==> src/rtl/hprb_sink_pkg.sv <==
// Shared sizes and state encoding for the probe sink.
package hprb_sink_pkg;

   localparam int unsigned NS_ADDRESS_SIZE = 8;
   localparam int unsigned NS_DATA_SIZE    = 16;
   localparam int unsigned NS_REDUN_SIZE   = 4;
   localparam int unsigned NS_REQ_CKS      = 3;
   localparam int unsigned SEQ_W           = 4;

   typedef enum logic [1:0] {
      StInit  = 2'd0,
      StIdle  = 2'd1,
      StCheck = 2'd2,
      StAck   = 2'd3
   } sink_state_e;

endpackage

==> src/rtl/calc_redun.sv <==
// Redundancy code of a message: XOR fold of {src, dst, dat} into RSZ-bit chunks.
module calc_redun #(
   parameter int unsigned ASZ = 8,
   parameter int unsigned DSZ = 16,
   parameter int unsigned RSZ = 4
) (
   input  logic [ASZ-1:0] src,
   input  logic [ASZ-1:0] dst,
   input  logic [DSZ-1:0] dat,
   output logic [RSZ-1:0] red
);

   localparam int unsigned TOT = 2 * ASZ + DSZ;
   localparam int unsigned NCH = (TOT + RSZ - 1) / RSZ;
   localparam int unsigned PW  = NCH * RSZ;

   logic [PW-1:0] flat;

   // Zero-pad to a whole number of chunks so the fold needs no edge case.
   assign flat = PW'({src, dst, dat});

   always_comb begin
      red = '0;
      for (int unsigned i = 0; i < NCH; i++) begin
         red = red ^ flat[i*RSZ +: RSZ];
      end
   end

endmodule

==> src/rtl/ns_debouncer_req.sv <==
// Request level filter: the output follows req_in only after CKS stable cycles.
module ns_debouncer_req #(
   parameter int unsigned CKS = 3
) (
   input  logic clk,
   input  logic rst_n,
   input  logic clr,
   input  logic req_in,
   output logic req_ckd
);

   localparam int unsigned CW = (CKS > 1) ? $clog2(CKS) : 1;

   logic [CW-1:0] cnt_q, cnt_d;
   logic          ckd_q, ckd_d;

   // Count resets whenever the input agrees with the filtered level, so any glitch restarts it.
   always_comb begin
      cnt_d = '0;
      ckd_d = ckd_q;
      if (clr) begin
         ckd_d = 1'b0;
      end else if (req_in != ckd_q) begin
         if (cnt_q == CW'(CKS - 1)) begin
            ckd_d = req_in;
         end else begin
            cnt_d = cnt_q + 1'b1;
         end
      end
   end

   always_ff @(posedge clk or negedge rst_n) begin
      if (!rst_n) begin
         cnt_q <= '0;
         ckd_q <= 1'b0;
      end else begin
         cnt_q <= cnt_d;
         ckd_q <= ckd_d;
      end
   end

   assign req_ckd = ckd_q;

endmodule

==> src/rtl/hprb_sink.sv <==
// Probe sink: accepts messages over a 4-phase req/ack handshake and tallies link errors.
module hprb_sink
   import hprb_sink_pkg::*;
#(
   parameter int unsigned MY_LOCAL_ADDR = 0,
   parameter int unsigned PRB_SRC_ADDR  = 0,
   parameter int unsigned ASZ           = NS_ADDRESS_SIZE,
   parameter int unsigned DSZ           = NS_DATA_SIZE,
   parameter int unsigned RSZ           = NS_REDUN_SIZE,
   parameter int unsigned RCV_REQ_CKS   = NS_REQ_CKS,
   parameter int unsigned CNT_SZ        = 16
) (
   input  logic              gch_clk,
   input  logic              gch_reset,
   output logic              gch_ready,
   input  logic [ASZ-1:0]    rcv0_src,
   input  logic [ASZ-1:0]    rcv0_dst,
   input  logic [DSZ-1:0]    rcv0_dat,
   input  logic [RSZ-1:0]    rcv0_red,
   input  logic              rcv0_req_in,
   output logic              rcv0_ack_out,
   output logic [CNT_SZ-1:0] o_rx_cnt,
   output logic [CNT_SZ-1:0] o_err_cnt,
   output logic              o_err_dst,
   output logic              o_err_red,
   output logic              o_err_seq,
   output logic [DSZ-1:0]    o_last_dat
);

   sink_state_e       state_q, state_d;
   logic              ready_q, ready_d, ack_q, ack_d;
   logic              req_ckd, filter_clr;
   logic [ASZ-1:0]    src_q, src_d, dst_q, dst_d;
   logic [DSZ-1:0]    dat_q, dat_d, last_q, last_d;
   logic [RSZ-1:0]    red_q, red_d, red_calc;
   logic [CNT_SZ-1:0] rx_q, rx_d, err_q, err_d;
   logic              err_dst_q, err_dst_d, err_red_q, err_red_d, err_seq_q, err_seq_d;
   logic [SEQ_W-1:0]  seq_q, seq_d;
   logic              bad_dst, bad_red, bad_seq;

   assign filter_clr = (state_q == StInit);

   ns_debouncer_req #(
      .CKS(RCV_REQ_CKS)
   ) u_req_filter (
      .clk    (gch_clk),
      .rst_n  (gch_reset),
      .clr    (filter_clr),
      .req_in (rcv0_req_in),
      .req_ckd(req_ckd)
   );

   calc_redun #(
      .ASZ(ASZ),
      .DSZ(DSZ),
      .RSZ(RSZ)
   ) u_redun (
      .src(src_q),
      .dst(dst_q),
      .dat(dat_q),
      .red(red_calc)
   );

   assign bad_dst = (dst_q != ASZ'(MY_LOCAL_ADDR)) || (src_q != ASZ'(PRB_SRC_ADDR));
   assign bad_red = (red_q != red_calc);
   assign bad_seq = (dat_q[SEQ_W-1:0] != seq_q);

   always_comb begin
      state_d   = state_q;
      ready_d   = ready_q;
      ack_d     = ack_q;
      src_d     = src_q;
      dst_d     = dst_q;
      dat_d     = dat_q;
      red_d     = red_q;
      rx_d      = rx_q;
      err_d     = err_q;
      last_d    = last_q;
      err_dst_d = err_dst_q;
      err_red_d = err_red_q;
      err_seq_d = err_seq_q;
      seq_d     = seq_q;
      unique case (state_q)
         StInit: begin
            src_d     = '0;
            dst_d     = '0;
            dat_d     = '0;
            red_d     = '0;
            rx_d      = '0;
            err_d     = '0;
            last_d    = '0;
            err_dst_d = 1'b0;
            err_red_d = 1'b0;
            err_seq_d = 1'b0;
            seq_d     = '0;
            ack_d     = 1'b0;
            ready_d   = 1'b1;
            state_d   = StIdle;
         end
         StIdle: begin
            if (req_ckd) begin
               src_d   = rcv0_src;
               dst_d   = rcv0_dst;
               dat_d   = rcv0_dat;
               red_d   = rcv0_red;
               state_d = StCheck;
            end
         end
         StCheck: begin
            rx_d      = (rx_q == '1) ? rx_q : rx_q + 1'b1;
            last_d    = dat_q;
            err_dst_d = err_dst_q | bad_dst;
            err_red_d = err_red_q | bad_red;
            err_seq_d = err_seq_q | bad_seq;
            if (bad_dst || bad_red || bad_seq) begin
               err_d = (err_q == '1) ? err_q : err_q + 1'b1;
            end
            // Resync to the received number so a gap counts as one error.
            seq_d   = dat_q[SEQ_W-1:0] + 1'b1;
            ack_d   = 1'b1;
            state_d = StAck;
         end
         StAck: begin
            if (!req_ckd) begin
               ack_d   = 1'b0;
               state_d = StIdle;
            end
         end
         default: state_d = StInit;
      endcase
   end

   always_ff @(posedge gch_clk or negedge gch_reset) begin
      if (!gch_reset) begin
         state_q   <= StInit;
         ready_q   <= 1'b0;
         ack_q     <= 1'b0;
         src_q     <= '0;
         dst_q     <= '0;
         dat_q     <= '0;
         red_q     <= '0;
         rx_q      <= '0;
         err_q     <= '0;
         last_q    <= '0;
         err_dst_q <= 1'b0;
         err_red_q <= 1'b0;
         err_seq_q <= 1'b0;
         seq_q     <= '0;
      end else begin
         state_q   <= state_d;
         ready_q   <= ready_d;
         ack_q     <= ack_d;
         src_q     <= src_d;
         dst_q     <= dst_d;
         dat_q     <= dat_d;
         red_q     <= red_d;
         rx_q      <= rx_d;
         err_q     <= err_d;
         last_q    <= last_d;
         err_dst_q <= err_dst_d;
         err_red_q <= err_red_d;
         err_seq_q <= err_seq_d;
         seq_q     <= seq_d;
      end
   end

   assign gch_ready    = ready_q;
   assign rcv0_ack_out = ack_q;
   assign o_rx_cnt     = rx_q;
   assign o_err_cnt    = err_q;
   assign o_err_dst    = err_dst_q;
   assign o_err_red    = err_red_q;
   assign o_err_seq    = err_seq_q;
   assign o_last_dat   = last_q;

endmodule

==> config.mk <==
export PLATFORM = sky130hd
export DESIGN_NAME = hprb_sink
export DESIGN_NICKNAME = d
export VERILOG_FILES = /design/src/rtl/hprb_sink_pkg.sv /design/src/rtl/calc_redun.sv /design/src/rtl/ns_debouncer_req.sv /design/src/rtl/hprb_sink.sv
export SDC_FILE = /design/constraint.sdc
export NUM_CORES = 1
export LEC_CHECK = 0
export ABC_AREA = 1
export CORE_MARGIN = 10
export CORE_UTILIZATION = 25
export DETAILED_ROUTE_END_ITERATION = 10
export MAX_ROUTING_LAYER = met4
export PLACE_DENSITY = 0.43
export RECOVER_POWER = 100
export SYNTH_ARGS = -nofsm -noshare
export SYNTH_HDL_FRONTEND = slang
export SYNTH_SLANG_ARGS = --single-unit
export TNS_END_PERCENT = 1
==> constraint.sdc <==
create_clock -name gch_clk -period 3.9 [get_ports gch_clk]
set_input_delay 0.78 -clock gch_clk [delete_from_list [all_inputs] [get_ports gch_clk]]
set_output_delay 0.78 -clock gch_clk [all_outputs]
set_load 0.005 [all_outputs]
-- After elaboration in Yosys (flattened, before gate mapping)
Cells that the tools add are included.
- register bits: 98
- multiplexer cells: 29
- reductions and logical operators: 17
- eq/ne operators: 14
- bitwise logic cells: 10
- add/sub/neg operators: 4
- operators by type and width (cell ; count):
    $pmux W16 S2 ; 4
    $mux W16 ; 4
    $add A16 B1 Y16 const B ; 2
    $eq A16 B16 Y1 const B ; 2
    $pmux W8 S2 ; 2
    $xor A4 B4 Y4 ; 7
    $mux W8 ; 2
    $pmux W4 S2 ; 2
    $reduce_bool A8 Y1 ; 2
    $mux W2 ; 5
    $reduce_and A2 Y1 ; 5
    $ne A2 B2 Y1 const B ; 4
    $ne A4 B4 Y1 ; 2
    $pmux W2 S4 ; 1
    $reduce_bool A2 Y1 ; 4
    $eq A2 B2 Y1 const B ; 3
    $pmux W1 S2 ; 3
    $add A4 B1 Y4 const B ; 1
    $mux W1 ; 4
    $mux W4 ; 1
    $logic_or A1 B1 Y1 ; 3
    $or A1 B1 Y1 ; 3
    $pmux W1 S3 ; 1
    $reduce_and A3 Y1 ; 1
    6 further kinds ; 6

-- Longest topological paths before layout
- depth after elaboration: 12
- depth in mapped cells: 16
- mapped depth without buffers: 16

-- Cells and area by module
From an unflattened synthesis, not the netlist that was laid out.
- cell total of the unflattened synthesis: 713
- area total of the unflattened synthesis: 5444.0 sq um
- modules (own cells, without submodules) (module ; area an instance (sq um) ; cells an instance ; times used):
    hprb_sink ; 4777.1 ; 584 ; 1
    calc_redun ; 525.5 ; 112 ; 1
    ns_debouncer_req ; 141.4 ; 17 ; 1

-- Least setup slack after synthesis
OpenSTA, ideal clock, no wires.
- path kind: flip-flop to flip-flop
- from: register rx_q[0], in the netlist o_rx_cnt[0]
- to: register rx_q[9], in the netlist o_rx_cnt[9]
- path slack: 2111 ps
- path buffers: 1
- stages on the path, launching flop included: 13
- arrival time: 1694 ps
- cell sequence: dfrtp_1 -> ha_1 -> nand2_1 -> nor2_2 -> nand3_2 -> nor2_2 -> nand2_1 -> nor3_2 -> nand2_1 -> nand2_4 -> buf_6 -> nand2_1 -> o31ai_1
- cells in the longest elaborated chain, start to end: 3
- elaborated cells between the ends (all ways): 6
- those cells by class: add/sub: 1; eq/ne: 2; mux: 2; reduce/logical: 1
- RTL lines (element ; line ; RTL):
    start, declared ; hprb_sink.sv:36 ; logic [CNT_SZ-1:0] rx_q, rx_d, err_q, err_d;
    start signal, assigned ; hprb_sink.sv:157 ; rx_q <= rx_d;
    $add A16 B1 Y16 or $eq A16 B16 Y1 (tied branches) ; hprb_sink.sv:110 ; rx_d = (rx_q == '1) ? rx_q : rx_q + 1'b1;
    $mux W16 or $ne A2 B2 Y1 (tied branches) ; - ;
    $pmux W16 S2 or $reduce_and A2 Y1 (tied branches) ; - ;
Parallel ways exist; a longest one is shown, timed or not. The select of a mux whose other input is x is not followed.
A chain may end at the register's enable or synchronous reset.

-- Worst setup path after layout
- from: register state_q[0]
- to: register rx_q[5], in the netlist o_rx_cnt[5]
- cells in the longest elaborated chain, start to end: 3
- elaborated cells between the ends (all ways): 6
- those cells by class: eq/ne: 2; mux: 1; reduce/logical: 3
- RTL lines (element ; line ; RTL):
    start, declared ; hprb_sink.sv:30 ; sink_state_e state_q, state_d;
    start signal, assigned ; hprb_sink.sv:135 ; state_q <= StInit;
    start signal, assigned ; hprb_sink.sv:150 ; state_q <= state_d;
    $eq A2 B2 Y1 or $logic_not A2 Y1 (tied branches) ; hprb_sink.sv:83 ; unique case (state_q)
    $ne A2 B2 Y1 (no source line) or $reduce_bool A2 Y1 (tied branches) ; - ;
    $reduce_and A2 Y1 (no source line) ; - ;
Parallel ways exist; a longest one is shown, timed or not.

==> metrics.yaml <==
setup_slack_ns: 1.13
grt_max_degree: 75
synth_top_area_share_pct: 47.6
drt_first_pass_iters: 4
clock-root-buffer: "clkbuf_16"
final_common_cell: "nand2_1"
dpl_worst_slack_ns: 1.67
num_antenna_cells: 0
synth_cell_types: 36
required_ns: 4.14
finalSetupViolations: 0
antenna_found_initial: 0
critPathKind: "flip-flop to flip-flop"
ys_seq_elements: 98
initial_core_util_pct: 25.5
arrival_ns: 3.01
num_vias: 4502
numPortBuffers: 91
period_needed_ns: 2.77
final_util_pct: 32.7
rsz0062_at_grt: "no"
syn_avg_cell_area_sq_um: 8.02
hold_violations: 0
cts_resized: 0
grt_pass1_vias: 4735
drv_slew: 75
syn-cell-area_sq_um: 5150
die_area_sq_um: 26800
grt_pass1_wl_mm: 24.8
die_h_microns: 164
synthesis.nets: 690
path_max_fanout: 17
critPathMostFrequentCell: "nand2_1"
syn_to_final_growth_pct: 28.4
yosysSeqAreaShare_pct: 47.6
final_cell_mix: "nand2_1 (168), dfrtp_1 (98), nand3_1 (73)"
violations: "max-capacitance violations, max-slew violations"
cts.clk_slew.worst_paths_ns: 0.07
fmax_ghz: 0.361
post_layout_nonfiller_instances: 1006
place_inst: 991
synth_area_leaders: "dfrtp_1 (48%), nand2_1 (12%), nand3_1 (7.1%)"
synthCells: 643
hold_path.class: "flip-flop to flip-flop"
final_antenna_net_count: 0
finalSetupTns_ns: 0
status: "complete, but fails checks"
rows: 52
io_pins: 92
gp_congestion: 0.830
min_period_over_period_pct: 71.1
maxCapViolCount: 1
worstMarginPinSlew_ns: 1.96
cts_tree: "yes"
clock_sinks: 98
via_per_inst: 4.48
clockBufferDepth: 2
p_total_uw: 4710
overflow: 0
routed_wirelength_mm: 14.9
insertion_delay_ns: 0.35
maxSlewHeadroom_pct: -30.4
leakage_uw: 0.00310
clock_skew_ns: 0.00595
ctsHoldBuffers: 0
slowest_stage: "clkbuf_1"
dp_hpwl_mm: 10.9
synth_top_area_cell: "dfrtp_1"
fin_nets: 779
cts.htree.levels: 3
cts_made_buffers: 9
die_w_microns: 164
drive_gt1_share_pct: 4.89
drc: 0
post_drt_wl_per_cell_microns: 14.8
grt_util_all_layers_pct: 11.9
core_area_sq_um: 20200
cpPeakStageDelay_ns: 0.49
peakVddDrop_mv: 0.248
drt_iter0_drc: 171
start_kind: "flip-flop"
post_cts_buffers: 0
cp_cell_sequence: "inv_1 -> ha_1 -> clkbuf_1 -> nand2_1 -> nor3_1 -> nand2_1 -> nand2_1 -> inv_1 -> nand4_1 -> o21ai_0"
ys_warn_count: 0
powerDensity_nw_per_um2: 711
critical_path.endpoint_type: "flip-flop"
==> stage by stage <==
stage | instance area, sq um | hold slack [ns]
after floorplan | 5150 | 0.410
after global placement | 6370 | 0.420
after detailed placement | 6370 | 0.425
after CTS | 6670 | 0.433
after global routing | 6620 | 0.462
final | 6620 | 0.435
==> Yosys cell counts <==
cell type and instances:
nor2_1 30, ha_1 8, nand3_2 1, nor3_1 4
clkinv_1 1, nand2_4 2, nor4_1 7, nand2_1 165
o21ai_0 60, xor2_1 15, nand2_2 3, o22ai_1 3
xnor2_1 14, nor3b_1 2, dfrtp_1 98, nor3_2 3
inv_2 9, a21oi_1 9, inv_1 68, o31ai_1 6
nor2_2 3, a22o_1 3, nand3b_1 3, nor2_4 2
o21ai_1 5, buf_2 2, a32o_1 2, buf_6 2
clkbuf_1 14, a21o_1 1, or2_2 3, nand4_1 17
nand3_1 73, a31oi_1 1, buf_1 3, nand3_4 1
==> final timing paths <==
| check | start | endpoint | slack, ns | cells past startpoint |
|---|---|---|---|---|
| worst max-delay path | state_q[0] | o_rx_cnt[5] | 1.13 | 10 |
| worst min-delay path | u_req_filter.cnt_q[0] | u_req_filter.cnt_q[0] | 0.43 | 1 |
| worst max register to register | state_q[0] | o_rx_cnt[5] | 1.13 | 10 |
| worst min register to register | u_req_filter.cnt_q[0] | u_req_filter.cnt_q[0] | 0.43 | 1 |
| max in group asynchronous | gch_reset | dst_q[7] | 1.42 | 2 |
| min in group asynchronous | gch_reset | o_rx_cnt[9] | 0.97 | 1 |
==> routing by layer <==
| metal | track usage [%] | vias up | part of all wire (%) |
|---|---|---|---|
| li1 | - | 2285 | - |
| met1 | 14.9 | 2091 | 48 |
| met2 | 18.9 | 115 | 46 |
| met3 | 2.94 | 11 | 5.2 |
| met4 | 3.21 | 0 | 1.1 |
| met5 | - | - | 0 |
==> worst max-delay path, delay by kind of cell, from the launching register on <==
kind	cells	cell delay [ns]
compound gates	1	0.08
fa+ha+maj	1	0.27
flops	1	0.43
simple gates	5	0.99
buf+inv	3	0.88
==> where the power goes <==
part           total (uW)  leakage, uW  internal [uW]  switching, uW
Clock                 936     0.000152            546            390
Sequential           1620      0.00131           1350            274
Combinational        2150      0.00164            781           1370
Total                4710      0.00310           2680           2030
==> registers in the layout, summed over array words and instances (netlist names), 2 cells and up <==
signal / flops
red_q: 4
o_rx_cnt: 16
state_q: 2
dat_q: 16
src_q: 8
seq_q: 4
o_err_cnt: 16
dst_q: 8
o_last_dat: 16
u_req_filter.cnt_q: 2
==> area by class of cell <==
| class | count | area (sq um) |
|---|---|---|
| Clock inverter | 2 | 35.0 |
| Sequential cell | 98 | 2450 |
| Timing Repair Buffer | 99 | 947 |
| Inverter | 78 | 293 |
| Multi-Input combinational cell | 446 | 2280 |
| Clock buffer | 13 | 270 |
| Tap cell | 270 | 338 |
| Fill cell | 2134 | 13600 |
==> cells by family (layout without fill, tap and decap cells) <==
kind of cell | count (synthesis) | after routing | synth area share [%]
flops | 98 | 98 | 47.6
fa+ha+maj | 8 | 8 | 1.94
simple gates | 319 | 319 | 28.4
compound gates | 90 | 90 | 9.59
buf+inv | 99 | 192 | 7.55
xor+xnor | 29 | 29 | 4.93
Note: power is estimated with default switching activity, not from simulation.
